--- src/rtl/psk_frame_sched.sv ---
// Frame scheduler: preamble + sync word + BPSK/QPSK payload + idle gap, paced by modulator strobes.
// Registered outputs; one symbol per m_tready handshake, byte fetched only when the payload register is empty.
module psk_frame_sched #(
  parameter int          PRE_LEN   = 32,
  parameter logic [15:0] SYNC_WORD = 16'hEB90,
  parameter int          GAP_SYM   = 16,
  parameter int          BYTES     = 1
) (
  input  logic               clk_16M384,
  input  logic               rst_16M384,
  input  logic               cfg_enable,
  input  logic               cfg_is_bpsk,
  input  logic [7:0]         s_tdata,
  input  logic               s_tvalid,
  output logic               s_tready,
  input  logic               s_tlast,
  output logic [BYTES*8-1:0] m_tdata,
  output logic               m_tvalid,
  input  logic               m_tready,
  output logic               m_tlast,
  output logic               m_tuser,
  output logic               busy,
  output logic               frame_done,
  output logic               underrun
);

  typedef enum logic [2:0] {IDLE, PRE, SYNC, PAY, GAP} state_t;

  localparam logic [7:0] PRE_LAST = 8'(PRE_LEN - 1);
  localparam logic [7:0] GAP_LAST = 8'(GAP_SYM - 1);

  state_t      state_q, state_d;
  logic [7:0]  cnt_q, cnt_d;
  logic [3:0]  sync_q, sync_d;
  logic [2:0]  sym_q, sym_d;
  logic        mode_q, mode_d;
  logic [7:0]  byte_q, byte_d;
  logic        last_q, last_d;
  logic        full_q, full_d;
  logic        vld_q, vld_d;
  logic [1:0]  dat_q, dat_d;
  logic        user_q, user_d;
  logic        tlast_q, tlast_d;
  logic        done_q, done_d;
  logic        under_q, under_d;
  logic        hs;
  logic [2:0]  sym_last;

  // idx counts symbols within the byte, MSB first; QPSK takes bit pairs as {I,Q}
  function automatic logic [1:0] pay_sym(input logic [7:0] b, input logic [2:0] idx,
                                         input logic bpsk);
    if (bpsk) return {b[3'd7 - idx], b[3'd7 - idx]};
    return {b[3'd7 - {idx[1:0], 1'b0}], b[3'd6 - {idx[1:0], 1'b0}]};
  endfunction

  assign hs       = vld_q && m_tready;
  assign sym_last = mode_q ? 3'd7 : 3'd3;

  always_comb begin
    state_d = state_q;
    cnt_d   = cnt_q;
    sync_d  = sync_q;
    sym_d   = sym_q;
    mode_d  = mode_q;
    byte_d  = byte_q;
    last_d  = last_q;
    full_d  = full_q;
    vld_d   = vld_q;
    dat_d   = dat_q;
    user_d  = user_q;
    tlast_d = tlast_q;
    done_d  = 1'b0;
    under_d = 1'b0;
    case (state_q)
      IDLE: begin
        if (cfg_enable && s_tvalid) begin
          state_d = PRE;
          mode_d  = cfg_is_bpsk;
          cnt_d   = 8'd0;
          vld_d   = 1'b1;
          dat_d   = 2'b11;
          user_d  = 1'b1;
          tlast_d = 1'b0;
        end
      end
      PRE: begin
        if (hs) begin
          if (cnt_q == PRE_LAST) begin
            state_d = SYNC;
            sync_d  = 4'd0;
            dat_d   = {2{SYNC_WORD[15]}};
          end else begin
            cnt_d = cnt_q + 8'd1;
            dat_d = {2{cnt_q[0]}};
          end
        end
      end
      SYNC: begin
        if (hs) begin
          if (sync_q == 4'd15) begin
            state_d = PAY;
            vld_d   = 1'b0;
            full_d  = 1'b0;
            user_d  = mode_q;
          end else begin
            sync_d = sync_q + 4'd1;
            dat_d  = {2{SYNC_WORD[4'd14 - sync_q]}};
          end
        end
      end
      PAY: begin
        if (!full_q) begin
          // a strobe with no symbol ready is a lost slot, even if a byte lands this cycle
          if (m_tready) under_d = 1'b1;
          if (s_tvalid) begin
            full_d  = 1'b1;
            byte_d  = s_tdata;
            last_d  = s_tlast;
            sym_d   = 3'd0;
            vld_d   = 1'b1;
            dat_d   = pay_sym(s_tdata, 3'd0, mode_q);
            user_d  = mode_q;
            tlast_d = 1'b0;
          end
        end else if (hs) begin
          if (sym_q == sym_last) begin
            full_d  = 1'b0;
            vld_d   = 1'b0;
            tlast_d = 1'b0;
            if (last_q) begin
              state_d = GAP;
              cnt_d   = 8'd0;
            end
          end else begin
            sym_d   = sym_q + 3'd1;
            dat_d   = pay_sym(byte_q, sym_q + 3'd1, mode_q);
            tlast_d = last_q && ((sym_q + 3'd1) == sym_last);
          end
        end
      end
      GAP: begin
        if (m_tready) begin
          if (cnt_q == GAP_LAST) begin
            state_d = IDLE;
            done_d  = 1'b1;
          end else begin
            cnt_d = cnt_q + 8'd1;
          end
        end
      end
      default: state_d = IDLE;
    endcase
  end

  always_ff @(posedge clk_16M384 or posedge rst_16M384) begin
    if (rst_16M384) begin
      state_q <= IDLE;
      cnt_q   <= 8'd0;
      sync_q  <= 4'd0;
      sym_q   <= 3'd0;
      mode_q  <= 1'b0;
      byte_q  <= 8'd0;
      last_q  <= 1'b0;
      full_q  <= 1'b0;
      vld_q   <= 1'b0;
      dat_q   <= 2'b00;
      user_q  <= 1'b0;
      tlast_q <= 1'b0;
      done_q  <= 1'b0;
      under_q <= 1'b0;
    end else begin
      state_q <= state_d;
      cnt_q   <= cnt_d;
      sync_q  <= sync_d;
      sym_q   <= sym_d;
      mode_q  <= mode_d;
      byte_q  <= byte_d;
      last_q  <= last_d;
      full_q  <= full_d;
      vld_q   <= vld_d;
      dat_q   <= dat_d;
      user_q  <= user_d;
      tlast_q <= tlast_d;
      done_q  <= done_d;
      under_q <= under_d;
    end
  end

  assign s_tready   = (state_q == PAY) && !full_q;
  assign busy       = (state_q != IDLE);
  assign m_tvalid   = vld_q;
  assign m_tdata    = {{(BYTES*8-2){1'b0}}, dat_q};
  assign m_tuser    = user_q;
  assign m_tlast    = tlast_q;
  assign frame_done = done_q;
  assign underrun   = under_q;

endmodule

--- config.mk ---
export PLATFORM = sky130hd
export DESIGN_NAME = psk_frame_sched
export DESIGN_NICKNAME = d
export VERILOG_FILES = /design/src/rtl/psk_frame_sched.sv
export SDC_FILE = /design/constraint.sdc
export NUM_CORES = 1
export LEC_CHECK = 0
export CORE_MARGIN = 2
export CORE_UTILIZATION = 56
export DETAILED_ROUTE_END_ITERATION = 12
export PLACE_DENSITY = 0.8
export SLEW_MARGIN = 5
export SYNTH_ARGS = -nofsm -noshare
export SYNTH_HDL_FRONTEND = slang
export SYNTH_SLANG_ARGS = --single-unit
--- constraint.sdc ---
create_clock -name clk_16M384 -period 3.1 [get_ports clk_16M384]
set_clock_uncertainty 0.2 [all_clocks]
set_input_delay 0.31 -clock clk_16M384 [delete_from_list [all_inputs] [get_ports clk_16M384]]
set_output_delay 0.31 -clock clk_16M384 [all_outputs]
set_load 0.01 [all_outputs]
==> impl_metrics.json, run 1 <==
{
  "synth_top_area_cell": "dfrtp_1",
  "syn_area_per_cell_um2": 10.01,
  "hp-class": "input port to asynchronous set/reset pin",
  "cp_slowest_cell": "dfrtp_1",
  "netlist_instances": 245,
  "drt_iter0_drc": 192,
  "p_sw_uw": 981.8,
  "cp_slowest_stage_delay_ns": 0.74,
  "synth_mux_area_share_pct": 10.71,
  "post-route-period-util_pct": 85.43,
  "cp.required_ns": 3.05,
  "insertedDiodeCount": 0,
  "rsz0062_at_grt": "false",
  "wl_met3_um": 233,
  "max-slew-margin-rel_pct": 47.52,
  "grt_pass1_wl_um": 8921,
  "arrival_ns": 2.60,
  "yosys_register_bits": 36,
  "drive_above_1_share_pct": 17.36,
  "coreArea_um2": 4294,
  "setup_viol": 0,
  "switching_share_pct": 43.04,
  "grt_pass1_vias": 1863,
  "num_vias": 1952,
  "hold_viol": 0,
  "die-area_um2": 4925,
  "fin_area_um2": 2721,
  "synth_xor_xnor_area_share_pct": 2.092,
  "syn_to_final_growth_pct": 10.97,
  "clkPwrFrac_pct": 13.8,
  "p_leak_nw": 1.157,
  "die_y_um": 70.18,
  "ant_nets": 0,
  "cts_tree": "done",
  "ir_worst_vdd_v": 0.0002918,
  "insertion_delay_ns": 0.29,
  "hpwl_um": 3831,
  "drc_errors": 0,
  "clockBufferDepth": 2,
  "synth_top_area_share_pct": 36.73,
  "p_int_mw": 1.299,
  "seq_power_share_pct": 36.9,
  "tightest_slew_ns": 0.7673,
  "h-tree-depth": 2,
  "path_cells": "or3b_1 -> o21ai_0 -> a2111oi_0 -> and2_1 -> a31oi_1",
  "path_max_fanout": 18,
  "yosysWarnings": 0,
  "fmax_mhz": 377.6,
  "cts_resized": 0,
  "combinationalPowerShare_pct": 49.3,
  "wl_met2_um": 2417,
  "synth_top_family_by_area": "compound AO/OA/AOI/OAI gates",
  "std_cell_rows": 24,
  "p_per_area_nw_per_um2": 838.3,
  "gr-total-overflow": 0,
  "ys_types": 61,
  "dpl_cell_area_um2": 2644,
  "top_layer": "met4",
  "cts_buffers": 5,
  "maxCapViolations": 0,
  "wirelength_um": 5246,
  "grt_usage_pct": 22.97,
  "async_flop_share_pct": 100.0,
  "outcome": "finished clean",
  "worstSetupStartpointType": "flip-flop",
  "synth_simple_gate_area_share_pct": 19.54,
  "cts_hold_buf": 0,
  "synthTopCellsByArea": "dfrtp_1, mux2_2, o21ai_0, ha_1, nand2_1",
  "root_buffer": "clkbuf_8",
  "synth_compound_area_share_pct": 20.05,
  "report.final.slew_viol_count": 0,
  "utilization_pct": 63.37,
  "post-route-min-period_ns": 2.648,
  "grt_start_max_net_pins": 37,
  "die_w_um": 70.18,
  "cp-end-kind": "flip-flop",
  "post_cts_buffers": 0,
  "wl_met1_um": 2488,
  "port_buffers": 23,
  "post_drt_wl_per_cell_um": 16.55,
  "crit_type": "flip-flop to flip-flop",
  "nets": 287,
  "via_per_inst": 6.158,
  "dr.pass1.iters": 5,
  "routabilityCongestion": 0.8210,
  "synth_edf_count": 0,
  "tns_ns": 0,
  "syn_area_um2": 2452,
  "yosysSeqAreaShare_pct": 36.73,
  "dominantRegCellSynth": "dfrtp_1",
  "r2r_slack_ns": 0.45,
  "cts_sinks": 36,
  "antenna_found_initial": 0,
  "clkTransAtPathRegs_ns": 0.07,
  "num_io_pins": 30,
  "start_util_pct": 57.11,
  "synthAdderAreaFrac_pct": 3.571
}
==> power groups by stage <==
stage	logic [mW]	clock network (mW)	registers (mW)
after floorplan	1.04	0	0.705
after global placement	1.09	0	0.837
after detailed placement	1.12	0	0.846
after CTS	1.12	0.323	0.838
after global routing	1.24	0.338	0.871
final	1.13	0.315	0.841
==> registers in the layout, indices dropped and copies added, names as in the netlist, 2 cells and up <==
name	count
byte_q	8
sync_q	4
sym_q	3
dat_q	2
cnt_q	8
state_q	3
==> layout make-up <==
class | instances | area [um^2]
sequential | 36 | 900.9
clock inverter | 1 | 5.005
timing repair buffer | 25 | 245.2
tap | 52 | 65.06
clock buffer | 6 | 72.57
multi-input combinational | 187 | 1395
inverter | 10 | 37.54
fill | 354 | 1573
==> worst max-delay path: cells and delay by family (launching register included) <==
kind	cells	cell delay [ns]
AO/OA/AOI/OAI	3	0.96
flip-flops	1	0.74
AND/OR/NAND/NOR	2	0.61
==> placed cells by master (no fill, tap or decap), drive strengths merged, types with 5 or more instances in the layout <==
master / instances
dfrtp: 36
o21ai: 26
clkdlybuf4s50: 23
nand2: 20
nor2: 15
mux2: 12
inv: 10
a21oi: 9
o31ai: 7
ha: 7
mux2i: 6
nand3: 6
conb: 6
clkbuf: 6
nor3: 6
a31oi: 5
==> through the flow <==
step	hold slack [ns]	std cells	power, mW	setup slack, ns
2_1_floorplan	0.2298	250	1.747	0.6420
3_3_place_gp	0.2926	310	1.922	0.5435
3_5_place_dp	0.3079	310	1.961	0.4866
4_1_cts	0.2427	317	2.284	0.4823
5_1_grt	0.2923	317	2.446	0.1838
6_report	0.2173	317	2.281	0.4517
==> worst paths after layout <==
path / from / to / cells after the start
worst max register to register: state_q[0]$_DFFE_PP0P_ / dat_q[0]$_DFFE_PP0P_ / 5
max in group asynchronous: rst_16M384 / byte_q[1]$_DFFE_PP0P_ / 3
worst max-delay path: state_q[0]$_DFFE_PP0P_ / dat_q[0]$_DFFE_PP0P_ / 5
min in group clk_16M384: m_tlast$_DFFE_PP0P_ / m_tlast$_DFFE_PP0P_ / 1
worst min register to register: m_tlast$_DFFE_PP0P_ / m_tlast$_DFFE_PP0P_ / 1
worst min-delay path: rst_16M384 / byte_q[6]$_DFFE_PP0P_ / 3
==> kinds of logic after synthesis <==
group                      count (synthesis)
DFF                                       36
buffers and inverters                     27
AOI/OAI and AO/OA                         65
other                                      1
and+or+nand+nor                           83
muxes                                     21
xor gates and xnor gates                   5
adders and majority gates                  7
==> per-layer routing <==
metal	vias to the layer above	global-route usage, %
li1	927	-
met1	958	32.86
met2	55	34.07
met3	12	4.618
met4	0	9.615
met5	-	0
==> synthesized netlist by cell type, drive strengths merged, types with 2 or more instances <==
cell and number:
nand2b 2, nor4 2, xor2 3, mux2i 6, and3 4, o2111ai 2, or3b 3, and2 3
ha 7, or3 2, nand3b 3, a31oi 5, buf 13, inv 10, nand2 20, xnor2 2
nand3 6, a22o 2, nor2 15, dfrtp 36, or2b 2, o21ai 26, clkbuf 4, or2 4
mux4 3, nor3b 4, a21oi 9, mux2 12, nor3 6, o41ai 3, o31ai 7, o221ai 2
Note: power is estimated with default switching activity, not from simulation.
==> inputs of run 2 (changes only) <==
--- a/config.mk
+++ b/config.mk
@@ -5,7 +5,7 @@
 export SDC_FILE = /design/constraint.sdc
 export NUM_CORES = 1
 export LEC_CHECK = 0
-export CORE_MARGIN = 2
+export CORE_MARGIN = 4
 export CORE_UTILIZATION = 56
 export DETAILED_ROUTE_END_ITERATION = 12
 export PLACE_DENSITY = 0.8
==> impl_metrics.json, run 2 (synthesized netlist as in run 1, its figures left out) <==
{
  "via_per_inst": 6.101,
  "antenna_found_initial": 0,
  "die_y_um": 74.18,
  "wirelength_um": 5059,
  "fin_area_um2": 2731,
  "num_vias": 1928,
  "root_buffer": "clkbuf_8",
  "coreArea_um2": 4115,
  "hp-class": "input port to asynchronous set/reset pin",
  "tns_ns": 0,
  "final_common_cell": "dfrtp_1",
  "maxCapViolations": 0,
  "port_buffers": 23,
  "insertedDiodeCount": 0,
  "insertion_delay_ns": 0.30,
  "clkTransAtPathRegs_ns": 0.08,
  "post-route-min-period_ns": 2.648,
  "die-area_um2": 5502,
  "dpl_cell_area_um2": 2641,
  "cp.required_ns": 2.59,
  "drive_above_1_share_pct": 17.29,
  "routabilityCongestion": 0.8530,
  "clockBufferDepth": 2,
  "post-route-period-util_pct": 85.41,
  "ant_nets": 0,
  "num_io_pins": 30,
  "max-slew-margin-rel_pct": 46.12,
  "p_leak_nw": 1.161,
  "grt_usage_pct": 20.61,
  "grt_pass1_wl_um": 8673,
  "std_cell_rows": 23,
  "syn_to_final_growth_pct": 11.38,
  "worstSetupStartpointType": "flip-flop",
  "nets": 287,
  "arrival_ns": 2.14,
  "grt_pass1_vias": 1852,
  "start_util_pct": 59.59,
  "rsz0062_at_grt": "false",
  "layout_common_cells": "dfrtp_1, o21ai_0, clkdlybuf4s50_1",
  "cts_hold_buf": 0,
  "h-tree-depth": 2,
  "ir_worst_vdd_v": 0.0003494,
  "p_per_area_nw_per_um2": 842.6,
  "drt_iter0_drc": 187,
  "crit_type": "flip-flop to output port",
  "cts_sinks": 36,
  "post_drt_wl_per_cell_um": 16.01,
  "drc_errors": 0,
  "path_max_fanout": 18,
  "post_cts_buffers": 0,
  "setup_viol": 0,
  "top_regs": "byte_q x8, cnt_q x8, sync_q x4",
  "report.final.slew_viol_count": 0,
  "die_w_um": 74.18,
  "grt_start_max_net_pins": 37,
  "hpwl_um": 3615,
  "cts_resized": 0,
  "cts_tree": "done",
  "tightest_slew_ns": 0.7878,
  "gr-total-overflow": 0,
  "hold_viol": 0,
  "fmax_mhz": 377.7,
  "cts_buffers": 5,
  "outcome": "finished clean",
  "dr.pass1.iters": 4,
  "cp-end-kind": "output port"
}
run 2: worst paths after layout:
| kind | cells after the start | slack [ns] | start | endpoint |
|---|---|---|---|---|
| worst max-delay path | 3 | 0.45 | state_q[0]$_DFFE_PP0P_ | s_tready |
| max in group asynchronous | 3 | 2.15 | rst_16M384 | cnt_q[5]$_DFFE_PP0P_ |
| worst max register to register | 5 | 0.50 | state_q[0]$_DFFE_PP0P_ | dat_q[0]$_DFFE_PP0P_ |
| worst min register to register | 1 | 0.31 | m_tlast$_DFFE_PP0P_ | m_tlast$_DFFE_PP0P_ |
| worst min-delay path | 3 | 0.21 | rst_16M384 | byte_q[0]$_DFFE_PP0P_ |
| min in group clk_16M384 | 1 | 0.31 | m_tlast$_DFFE_PP0P_ | m_tlast$_DFFE_PP0P_ |
run 2: layout make-up:
type,count,area [um^2]
clock buffer,8,90.09
fill,344,1384
inverter,10,37.54
multi-input combinational,187,1395
sequential,36,900.9
tap,50,62.56
timing repair buffer,25,245.2
run 2: power breakdown:
group	switching, mW	total (mW)	internal [mW]
registers	0.229	0.836	0.606
clock network	0.166	0.347	0.181
logic	0.578	1.12	0.541
total	0.973	2.30	1.33
run 2: layer usage:
layer  wire (um)  vias up  global-route usage, %
met5           0        -                      0
met4          91        0                  7.847
met3         341       10                  4.189
met2        2337       63                  31.40
met1        2287      930                  29.03
li1            -      925                      -
run 2: through the flow:
step                instances  hold WS (ns)  worst slack, ns  utilization (%)  total power [mW]
global placement          308        0.2928           0.5964            64.18             1.912
detailed placement        308        0.3002           0.5242            64.18             1.947
floorplan                 250        0.2298           0.6420                -             1.747
finish                    316        0.2145           0.4522            66.37             2.301
global route              316        0.2727           0.2811            66.37             2.472
CTS                       316        0.2341           0.4740            66.37             2.307
run 2: worst max-delay path, stage by stage, from the launching register on:
cell             delay, ns
dfrtp_1               0.73
nand3b_1              0.18
nor2_1                0.33
clkdlybuf4s50_1       0.61
